==> config.mk <==
export PLATFORM = sky130hd
export DESIGN_NAME = instr_sequencer
export DESIGN_NICKNAME = d
export VERILOG_FILES = /design/src/rtl/instr_sequencer.sv
export SDC_FILE = /design/constraint.sdc
export NUM_CORES = 1
export LEC_CHECK = 0
export ABC_AREA = 1
export CAP_MARGIN = 15
export CORE_ASPECT_RATIO = 2
export CORE_MARGIN = 3
export CORE_UTILIZATION = 52
export CTS_BUF_LIST = sky130_fd_sc_hd__clkbuf_8
export CTS_CLUSTER_DIAMETER = 80
export DETAILED_ROUTE_END_ITERATION = 6
export GPL_ROUTABILITY_DRIVEN = 0
export PLACE_DENSITY = 0.88
export SYNTH_ARGS = -nofsm -noshare
export SYNTH_HDL_FRONTEND = slang
export SYNTH_SLANG_ARGS = --single-unit
==> constraint.sdc <==
create_clock -name clk -period 2.8 [get_ports clk]
set_input_delay 0.56 -clock clk [delete_from_list [all_inputs] [get_ports clk]]
set_output_delay 0.56 -clock clk [all_outputs]
set_load 0.01 [all_outputs]
==> src/rtl/instr_sequencer.sv <==
// instr_sequencer: multi-cycle fetch/decode/execute control sequencer for the 32-bit processor
module instr_sequencer #(
    parameter int              PC_W     = 16,
    parameter logic [PC_W-1:0] RESET_PC = '0,
    parameter int              MAX_WAIT = 16
) (
    input  logic            clk,
    input  logic            rst,
    input  logic            run,
    output logic            imem_req,
    output logic [PC_W-1:0] imem_addr,
    input  logic            imem_ready,
    input  logic [31:0]     imem_rdata,
    output logic [31:0]     ir,
    output logic [3:0]      alu_opsel,
    output logic            alu_b_sel,
    output logic            wb_sel,
    output logic            rf_we,
    output logic            dmem_re,
    output logic            dmem_we,
    input  logic            dmem_ready,
    output logic            busy,
    output logic            halted,
    output logic            err,
    output logic [15:0]     retired
);
    typedef enum logic [2:0] {IDLE, FETCH, DECODE, EXEC, MEM, WB, HALT} state_t;
    localparam int WW = $clog2(MAX_WAIT + 1);
    localparam logic [WW-1:0] WAIT_MAX = WW'(MAX_WAIT);

    state_t          state, nxt;
    logic [PC_W-1:0] pc, pc_n;
    logic [31:0]     ir_n;
    logic [WW-1:0]   wcnt, wcnt_n;
    logic [15:0]     ret_n;
    logic            err_n, done, timeout, dv;
    logic [3:0]      fx, fxn;

    assign imem_addr = pc;
    assign fx        = ir[18:15];
    assign fxn       = ir_n[18:15];
    assign timeout   = (wcnt + 1'b1) == WAIT_MAX;

    // next state, next architectural registers and handshake wait counting
    always_comb begin
        nxt    = state;
        pc_n   = pc;
        ir_n   = ir;
        wcnt_n = '0;
        err_n  = err;
        ret_n  = retired;
        done   = 1'b0;
        case (state)
            IDLE:   nxt = run ? FETCH : IDLE;
            FETCH:  begin
                if (imem_ready) begin
                    ir_n = imem_rdata;
                    pc_n = pc + 1'b1;
                    nxt  = DECODE;
                end else if (timeout) begin
                    err_n = 1'b1;
                    nxt   = HALT;
                end else wcnt_n = wcnt + 1'b1;
            end
            DECODE: begin
                nxt  = (fx == 4'hf) ? HALT : EXEC;
                done = fx == 4'he;
            end
            EXEC:   nxt = (fx[3:1] == 3'b110) ? MEM : WB;
            MEM:    begin
                if (dmem_ready) begin
                    nxt  = WB;
                    done = fx == 4'hd;
                end else if (timeout) begin
                    err_n = 1'b1;
                    nxt   = HALT;
                end else wcnt_n = wcnt + 1'b1;
            end
            WB:     done = 1'b1;
            HALT:   nxt = HALT;
            default: nxt = IDLE;
        endcase
        if (done) begin
            ret_n = retired + 1'b1;
            nxt   = run ? FETCH : IDLE;
        end
    end

    assign dv = nxt == DECODE || nxt == EXEC || nxt == MEM || nxt == WB;

    // state registers plus Moore outputs registered from the upcoming state
    always_ff @(posedge clk) begin
        if (rst) begin
            state     <= IDLE;
            pc        <= RESET_PC;
            ir        <= '0;
            wcnt      <= '0;
            err       <= 1'b0;
            retired   <= '0;
            imem_req  <= 1'b0;
            alu_opsel <= '0;
            alu_b_sel <= 1'b0;
            wb_sel    <= 1'b0;
            rf_we     <= 1'b0;
            dmem_re   <= 1'b0;
            dmem_we   <= 1'b0;
            busy      <= 1'b0;
            halted    <= 1'b0;
        end else begin
            state     <= nxt;
            pc        <= pc_n;
            ir        <= ir_n;
            wcnt      <= wcnt_n;
            err       <= err_n;
            retired   <= ret_n;
            imem_req  <= nxt == FETCH;
            alu_opsel <= (dv && fxn < 4'hc) ? fxn : 4'h0;
            alu_b_sel <= dv && (fxn[3:1] == 3'b110 || (fxn < 4'hc && ir_n[31]));
            wb_sel    <= dv && fxn == 4'hc;
            rf_we     <= nxt == WB;
            dmem_re   <= nxt == MEM && fxn == 4'hc;
            dmem_we   <= nxt == MEM && fxn == 4'hd;
            busy      <= nxt != IDLE && nxt != HALT;
            halted    <= nxt == HALT;
        end
    end
endmodule
# Word-level counts from Yosys, hierarchy flattened
# Index checks and enable logic that the tools add are counted.
[totals]
regBits = 85
wordCells = 81
[classes]
n_addsub = 3
n_lt_le_gt_ge = 1
n_eq_ne = 23
n_mux = 20
bitwise_logic = 1
n_reduce_logical = 17
[op_table]
columns = ["cell", "n"]
rows = [
  ["$mux 32", 2],
  ["$add 16x1->16 const B", 2],
  ["$eq 3x3->1 const B", 8],
  ["$pmux 3 s7", 1],
  ["$eq 4x4->1 const B", 5],
  ["$mux 3", 5],
  ["$mux 5", 3],
  ["$eq 3x2->1 const B", 4],
  ["$pmux 5 s2", 1],
  ["$logic_and 1x1->1", 7],
  ["$eq 3x1->1 const B", 2],
  ["$mux 1", 6],
  ["$add 5x1->5 const B", 1],
  ["$eq 5x5->1 const B", 1],
  ["$logic_or 1x1->1", 4],
  ["$lt 4x4->1 const B", 1],
  ["$ne 2x2->1 const B", 2],
  ["$logic_not 3->1", 1],
  ["$ne 3x3->1 const B", 1],
  ["$pmux 1 s3", 1],
  ["$reduce_and 3->1", 1],
  ["$reduce_bool 3->1", 1],
  ["$pmux 1 s2", 1],
  ["$reduce_and 2->1", 1],
  ["other kinds (3)", 3],
]

# Depth between registers and ports, before layout
# Gate-level depths: netlist (run 1).
[depth]
word_depth = 13
depth_mapped = 13

# Least setup slack after synthesis (run 1)
# OpenSTA, ideal clock, no wires.
[synth_path]
path_kind = "reg2reg"
start = "reg wcnt[0]"
end = "reg alu_opsel[0]"
arrival_time_ns = 1.535
slack_ns = 1.200
stages_incl_launch_ff = 13
path_buffers = 0
path_cell_list = "dfxtp_1 -> ha_1 -> nand2_1 -> clkinv_1 -> nand3_2 -> nand2_2 -> nor2_2 -> nand2_1 -> a21oi_2 -> nand2_2 -> nand2_2 -> nand3_2 -> nor2_1"
[synth_between]
elab_chain_len = 13
elab_cells_between_ends = 17
cone_classes = "add/sub (1); eq/ne (5); mux (5); bitwise (1); reduce/logical (5)"
[synth_rtl]
columns = ["element", "line", "source"]
rows = [
  ["start: declaration", "34", "logic [WW-1:0] wcnt, wcnt_n;"],
  ["start signal: assignment", "113", "wcnt <= wcnt_n;"],
  ["$add 5x1->5 *", "42", "assign timeout = (wcnt + 1'b1) == WAIT_MAX;"],
  ["$eq 5x5->1 *", "42", ""],
  ["$mux 3 *", "60, 74", ""],
  ["$mux 3 (on tied branches)", "71, 56", ""],
  ["$pmux 3 s7 *", "53", "case (state)"],
  ["$mux 3 *", "83", "if (done) begin"],
  ["$eq 3x2->1", "89", "assign dv = nxt == DECODE || nxt == EXEC || nxt == MEM || nxt == WB;"],
  ["$logic_or 1x1->1 (2 in series)", "89", ""],
  ["$logic_or 1x1->1 *", "89", ""],
  ["$logic_and 1x1->1 *", "117", "alu_opsel <= (dv && fxn < 4'hc) ? fxn : 4'h0;"],
  ["$not 1->1 (no source line) *", "-", ""],
  ["$reduce_or 2->1 (no source line) *", "-", ""],
  ["end signal: assignment", "117", ""],
  ["end: declaration", "15", "output logic [3:0] alu_opsel,"],
]
# Mark *: on every way between the ends. The rest lies on a longest branch, timed or not.
# A chain may end at the register's enable or synchronous reset.

# Worst setup path after layout (run 1)
[layout_path]
start = "reg pc[8], in the netlist imem_addr[8]"
end = "out imem_addr[8]"
[layout_lines]
columns = ["element", "line", "source"]
rows = [
  ["start: declaration", "32", "logic [PC_W-1:0] pc, pc_n;"],
  ["start signal: assignment", "111", "pc <= pc_n;"],
  ["end: declaration", "11", "output logic [PC_W-1:0] imem_addr,"],
]
# No word-level cell between the ends.

==> out/metrics.yaml, run 1 <==
die:
  fp-row-count: 42
  core_um2: 6730
  dieArea_um2: 8120
  die_h_um: 125
  start_util: 0.543
  die_w_um: 65.3
  ioPinCount: 114
timing:
  drv_slew: 0
  rsz0062_at_grt: "no"
  tightest_slew_ns: 0.428
  timing.final.crit_period_ns: 1.96
  slew_headroom: 0.714
  fin_setup_tns_ns: 0
  finalSetupViolations: 0
  finalHoldViolations: 0
  setup_ws_ns: 0.842
  fmax_mhz: 511
  timing.final.crit_share: 0.699
  clock_skew_ns: 0.00938
clocking:
  worstSkewPairLatency_ns: 0.36
  root_buffer: "clkbuf_8"
  cts.clk_slew.worst_paths_ns: 0.08
  postCtsHoldBufs: 0
  cts_resized: 0
  cts_buffer_depth: 2
  cts.sinks: 85
  cts_setup_buffers: 0
  htreeDepth: 3
  cts_buffers: 9
  cts_tree: "yes"
synth:
  synth_area_per_cell_um2: 7.39
  ys.warnings.count: 0
  synth_area_um2: 3650
  synth_area_leader_cell: "dfxtp_1"
  ys_types: 37
  yosysTopAreaCellShare: 0.466
  synth_cells: 494
  synth-seq-area-share: 0.466
  synth_nets: 534
  ys_ff_latch: 85
  synth.area.top_cells: "dfxtp_1 47%, nor2_1 10%, nand2_1 8.1%"
global_route:
  grt_overflow: 0
  grt_usage: 0.250
  grt_antenna_before_repair: 0
  grt_max_degree: 29
  grt_first_pass_wirelength_um: 16000
  grt_pass1_vias: 3534
detailed_routing:
  route.vias.total: 3631
  via_per_inst: 5.20
  first_pass_iters: 5
  drt_iter0_markers: 172
  drt-wirelength-per-cell_um: 13.8
  wirelength_um: 9600
  ant_nets: 0
  drcViolationCount: 0
cells_and_area:
  layout.nets: 647
  areaGrowthSynthToFinish_pct: 37.3
  diodes: 0
  drive_gt1_frac: 0.0836
placed_design:
  portBuffers: 113
  dp_hpwl_um: 7360
  dp_slack_ns: 0.486
worst_setup_path:
  cp_slowest_cell: "clkdlybuf4s50_1"
  crit_buf_inv: 1
  cpLargestDelayFamily: "buffers and inverters"
  startpoint_type: "register"
  crit_start: "imem_addr[8]"
  r2r_start: "wcnt[0]"
  crit_arrival_ns: 1.40
  crit_required_ns: 2.24
  crit_path_end_kind: "output pin"
  slowest_delay_ns: 0.58
  cp_cell_sequence: "clkdlybuf4s50_1"
  critPathKind: "reg2out"
  cp_max_fo: 6
status:
  status: "completed"
pwr:
  power_leakage_nw: 1.97
  power_density_nw_per_um2: 523
  irDropWorstVdd_mv: 0.410
flow_run:
  maxCapViolCount: 0
worst_hold_path:
  hp-class: "reg2reg"
  hold_start: "wcnt[0]"
==> synthesized netlist by cell type (all sizes together) <==
cell      n
dfxtp    85
buf       7
inv      57
nand3    22
o21a      1
and3      1
o21bai    3
nand3b    1
nand2b    1
ha        3
nor2    109
a31oi     1
nand2    86
o21ba     1
nor3      9
clkinv    1
clkbuf    9
nor3b     2
o21ai    50
a211oi    2
xnor2     1
a21oi    31
xor2      1
nand4    10
==> worst paths after layout <==
check,slack [ns],cells after the start,to
worst max-delay path,0.84,1,imem_addr[8]
worst min-delay path,0.47,1,wcnt[0]
worst max register to register,0.92,12,alu_opsel[1]
worst min register to register,0.47,1,wcnt[0]
==> cell families after synthesis <==
family / count (synthesis) / share of synthesized area
simple gates: 241 / 0.304
buf+inv: 74 / 0.0819
xor+xnor: 2 / 0.00480
fa+ha+maj: 3 / 0.0103
compound gates: 89 / 0.133
flops: 85 / 0.466
==> where the power goes <==
group | switching, mW | internal [mW] | leakage, nW
clock | 0.404 | 0.355 | 0.0922
sequential | 0.0484 | 1.29 | 0.689
combinational | 0.281 | 0.247 | 1.19
total | 0.734 | 1.89 | 1.97
==> per-layer routing <==
| metal | GRT usage | up-vias | wire length, um |
|---|---|---|---|
| met5 | 0 | - | 0 |
| met4 | 0.137 | 0 | 425 |
| met3 | 0.0668 | 43 | 577 |
| met2 | 0.452 | 144 | 5240 |
| met1 | 0.247 | 1648 | 3360 |
| li1 | - | 1796 | - |
==> layout by cell type (no fill, tap or decap), drive strengths merged <==
| master | instances |
|---|---|
| a211oi | 2 |
| a21oi | 31 |
| a31oi | 1 |
| and3 | 1 |
| buf | 5 |
| clkbuf | 11 |
| clkdlybuf4s50 | 113 |
| clkinv | 3 |
| dfxtp | 85 |
| ha | 3 |
| inv | 58 |
| nand2 | 86 |
| nand2b | 1 |
| nand3 | 22 |
| nand3b | 1 |
| nand4 | 10 |
| nor2 | 109 |
| nor3 | 9 |
| nor3b | 2 |
| o21a | 1 |
| o21ai | 50 |
| o21ba | 1 |
| o21bai | 3 |
| xnor2 | 1 |
| xor2 | 1 |
==> registers in the layout, summed over array words and instances, names as in the netlist <==
name       count
alu_b_sel      1
dmem_we        1
dmem_re        1
state          3
ir            32
err            1
imem_addr     16
imem_req       1
retired       16
wcnt           5
rf_we          1
halted         1
busy           1
wb_sel         1
alu_opsel      4
==> metrics by stage <==
step / hold slack [ns] / area (um2) / power (mW) / utilization / std cells
3_5_place_dp: 0.453 / 4850 / 1.89 / 0.721 / 684
5_1_grt: 0.482 / 5010 / 2.74 / 0.745 / 698
3_3_place_gp: 0.450 / 4850 / 1.87 / 0.721 / 684
6_report: 0.473 / 5010 / 2.62 / 0.745 / 698
2_1_floorplan: 0.430 / 3650 / 1.64 / - / 494
4_1_cts: 0.471 / 5010 / 2.64 / 0.745 / 698
==> cell type report <==
class	instances	area, um2
fill	561	1710
clock buffer	11	151
clock inverter	3	13.8
inverter	58	218
sequential	85	1700
multi-input combinational	335	1650
timing repair buffer	118	1170
tap	88	110
No activity file was read; power rests on OpenSTA's default activity.
==> inputs of run 2 (changes only) <==
CORE_UTILIZATION = 48   (was 52)
PLACE_DENSITY = 0.82   (was 0.88)
clock period = 2 ns   (was 2.8 ns; I/O delays follow)
==> out/metrics.yaml, run 2 (same netlist as run 1, synthesis figures left out) <==
detailed_routing:
  drcViolationCount: 0  # unchanged
  wirelength_um: 9710  # was 9600 um
  drt_iter0_markers: 187  # was 172
  first_pass_iters: 4  # was 5
  ant_nets: 0  # unchanged
  route.vias.total: 3587  # was 3631
  via_per_inst: 5.05  # was 5.20
  drt-wirelength-per-cell_um: 13.7  # was 13.8 um
clocking:
  htreeDepth: 3  # unchanged
  cts.clk_slew.worst_paths_ns: 0.08  # about the same
  cts.sinks: 85  # unchanged
  cts_buffer_depth: 2  # unchanged
  root_buffer: "clkbuf_8"  # unchanged
  cts_tree: "yes"  # unchanged
  postCtsHoldBufs: 0  # unchanged
  cts_buffers: 9  # unchanged
  worstSkewPairLatency_ns: 0.36  # about the same
worst_hold_path:
  hp-class: "reg2reg"  # unchanged
  hold_start: "imem_addr[12]"  # was wcnt[0]
  hold_path_end: "imem_addr[12]"  # was wcnt[0]
  hold_depth: 2  # was 1
worst_setup_path:
  crit_required_ns: 2.29  # was 2.24 ns
  cp_max_fo: 4  # was 6
  r2r-end: "alu_opsel[2]"  # was alu_opsel[1]
  cp_cell_sequence: "ha_1 > nand2_1 > clkinv_1 > nand3_2 > nand2_2 > nor2_4 > nand2_1 > a21oi_2 > nand2_2 > nand2_2 > nand3_2 > nor2_1"  # was clkdlybuf4s50_1
  r2r_start: "wcnt[0]"  # unchanged
  critPathKind: "reg2reg"  # was reg2out
  cp_slowest_cell: "dfxtp_1"  # was clkdlybuf4s50_1
  slowest_delay_ns: 0.35  # was 0.58 ns
  crit_buf_inv: 1  # unchanged
  crit_arrival_ns: 2.14  # was 1.40 ns
  r2r_setup_slack_ns: 0.16  # was 0.92 ns
  startpoint_type: "register"  # unchanged
  cpMostUsedCell: "nand2_2"
  rr_worst_depth: 12  # unchanged
  cpLargestDelayFamily: "simple AND/OR/NAND/NOR gates"  # was buffers and inverters
  crit_path_end_kind: "register"  # was output pin
cells_and_area:
  largest_reg_flops: 32  # unchanged
  areaGrowthSynthToFinish_pct: 41.6  # was 37.3%
  finish.utilization: 0.706  # was 0.745
  diodes: 0  # unchanged
  multi_input_area_um2: 1660  # was 1650 um2
  top_register: "ir"  # unchanged
  fin_area_um2: 5170  # was 5010 um2
  final.fill_count: 609  # was 561
  drive_gt1_frac: 0.0985  # was 0.0836
  layout.nets: 654  # was 647
  register_area_um2: 1700  # unchanged
  final_common_cell: "clkdlybuf4s50_1"  # unchanged
  final_cell_mix: "113 x clkdlybuf4s50_1, 101 x nor2_1, 85 x dfxtp_1, 79 x nand2_1, 53 x inv_1"  # was 113 x clkdlybuf4s50_1, 101 x nor2_1, 85 x dfxtp_1, 79 x nand2_1, 54 x inv_1
pwr:
  power_density_nw_per_um2: 790  # was 523 nW/um2
  power_mw: 4.08  # was 2.62 mW
  power_leakage_nw: 2.04  # was 1.97 nW
  irDropWorstVdd_mv: 0.573  # was 0.410 mV
placed_design:
  dp_slack_ns: -0.0547  # was 0.486 ns
  portBuffers: 113  # unchanged
  dp_hpwl_um: 7440  # was 7360 um
  placed_area_um2: 4910  # was 4850 um2
global_route:
  grt.met1_usage: 0.233  # was 0.247
  grt_overflow: 0  # unchanged
  met2_usage: 0.442  # was 0.452
  grt-busiest-layer: "met2"  # unchanged
  grt_max_degree: 31  # was 29
  grt_first_pass_wirelength_um: 16000  # about the same
  grt_antenna_before_repair: 0  # unchanged
  grt_usage: 0.240  # was 0.250
  grt_use_met3: 0.0590  # was 0.0668
  grt_pass1_vias: 3610  # was 3534
timing:
  slew_headroom: 0.710  # was 0.714
  timing.final.crit_period_ns: 1.84
  fmax_mhz: 543
  setup_ws_ns: 0.157  # was 0.842 ns
  clock_skew_ns: 0.00767  # was 0.00938 ns
  timing.final.crit_share: 0.921
  finalHoldViolations: 0  # unchanged
  drv_slew: 0  # unchanged
  rsz0062_at_grt: "no"  # unchanged
  tightest_slew_ns: 0.430  # was 0.428 ns
  finalSetupViolations: 0  # unchanged
die:
  fp-row-count: 44  # was 42
  die_h_um: 129  # was 125 um
  start_util: 0.499  # was 0.543
  die_w_um: 67.7  # was 65.3 um
  dieArea_um2: 8750  # was 8120 um2
  core_um2: 7320  # was 6730 um2
  ioPinCount: 114  # unchanged
status:
  status: "completed"  # unchanged
flow_run:
  maxCapViolCount: 0  # unchanged
==> run 2: report_power, final <==
group          internal [mW]  switching, mW
Clock                  0.861          0.607
Combinational          0.360          0.389
Sequential              1.80         0.0693
==> run 2: repair_timing <==
| action | CTS | global route |
|---|---|---|
| gates resized for setup | 0 | 1 |
| buffers inserted | 0 | 1 |
| setup endpoints to repair | 0 | 4 |
==> run 2: worst max path at each step <==
stage,start,to,slack (ns),depth (start not counted)
floorplan,wcnt[0],alu_opsel[0],0.40,12
global placement,imem_ready,wb_sel,0.04,8
detailed placement,imem_ready,wb_sel,-0.05,8
CTS,wcnt[0],alu_opsel[2],0.10,12
global route,wcnt[0],alu_opsel[2],0.0005,11
finish,wcnt[0],alu_opsel[2],0.16,12
==> run 2: layer usage <==
| metal | routed length (um) | vias up |
|---|---|---|
| met2 | 5450 | 94 |
| met4 | 322 | 0 |
| met5 | 0 | - |
| met3 | 433 | 28 |
| met1 | 3500 | 1649 |
| li1 | - | 1816 |
==> run 2: metrics by stage <==
| step | cells | setup TNS, ns | hold slack (ns) |
|---|---|---|---|
| 6_report | 711 | 0 | 0.473 |
| 5_1_grt | 711 | 0 | 0.485 |
| 4_1_cts | 710 | 0 | 0.470 |
| 3_5_place_dp | 694 | -0.127 | 0.457 |
| 3_3_place_gp | 694 | 0 | 0.443 |
| 2_1_floorplan | 494 | 0 | 0.430 |
==> run 2: cell type report <==
cell class	instances	area share
Tap cell	92	0.0223
Timing Repair Buffer	125	0.239
Sequential cell	85	0.329
Clock inverter	6	0.0213
Inverter	58	0.0421
Multi-Input combinational cell	335	0.320
Clock buffer	10	0.0266
==> run 2: worst reg2reg max path, delay by kind of cell (launching register included) <==
family / cells / cell delay [ns]
AO/OA/AOI/OAI: 1 / 0.18
adder cells (fa/ha/maj): 1 / 0.23
buffers and inverters: 1 / 0.12
flip-flops: 1 / 0.35
AND/OR/NAND/NOR: 9 / 0.89
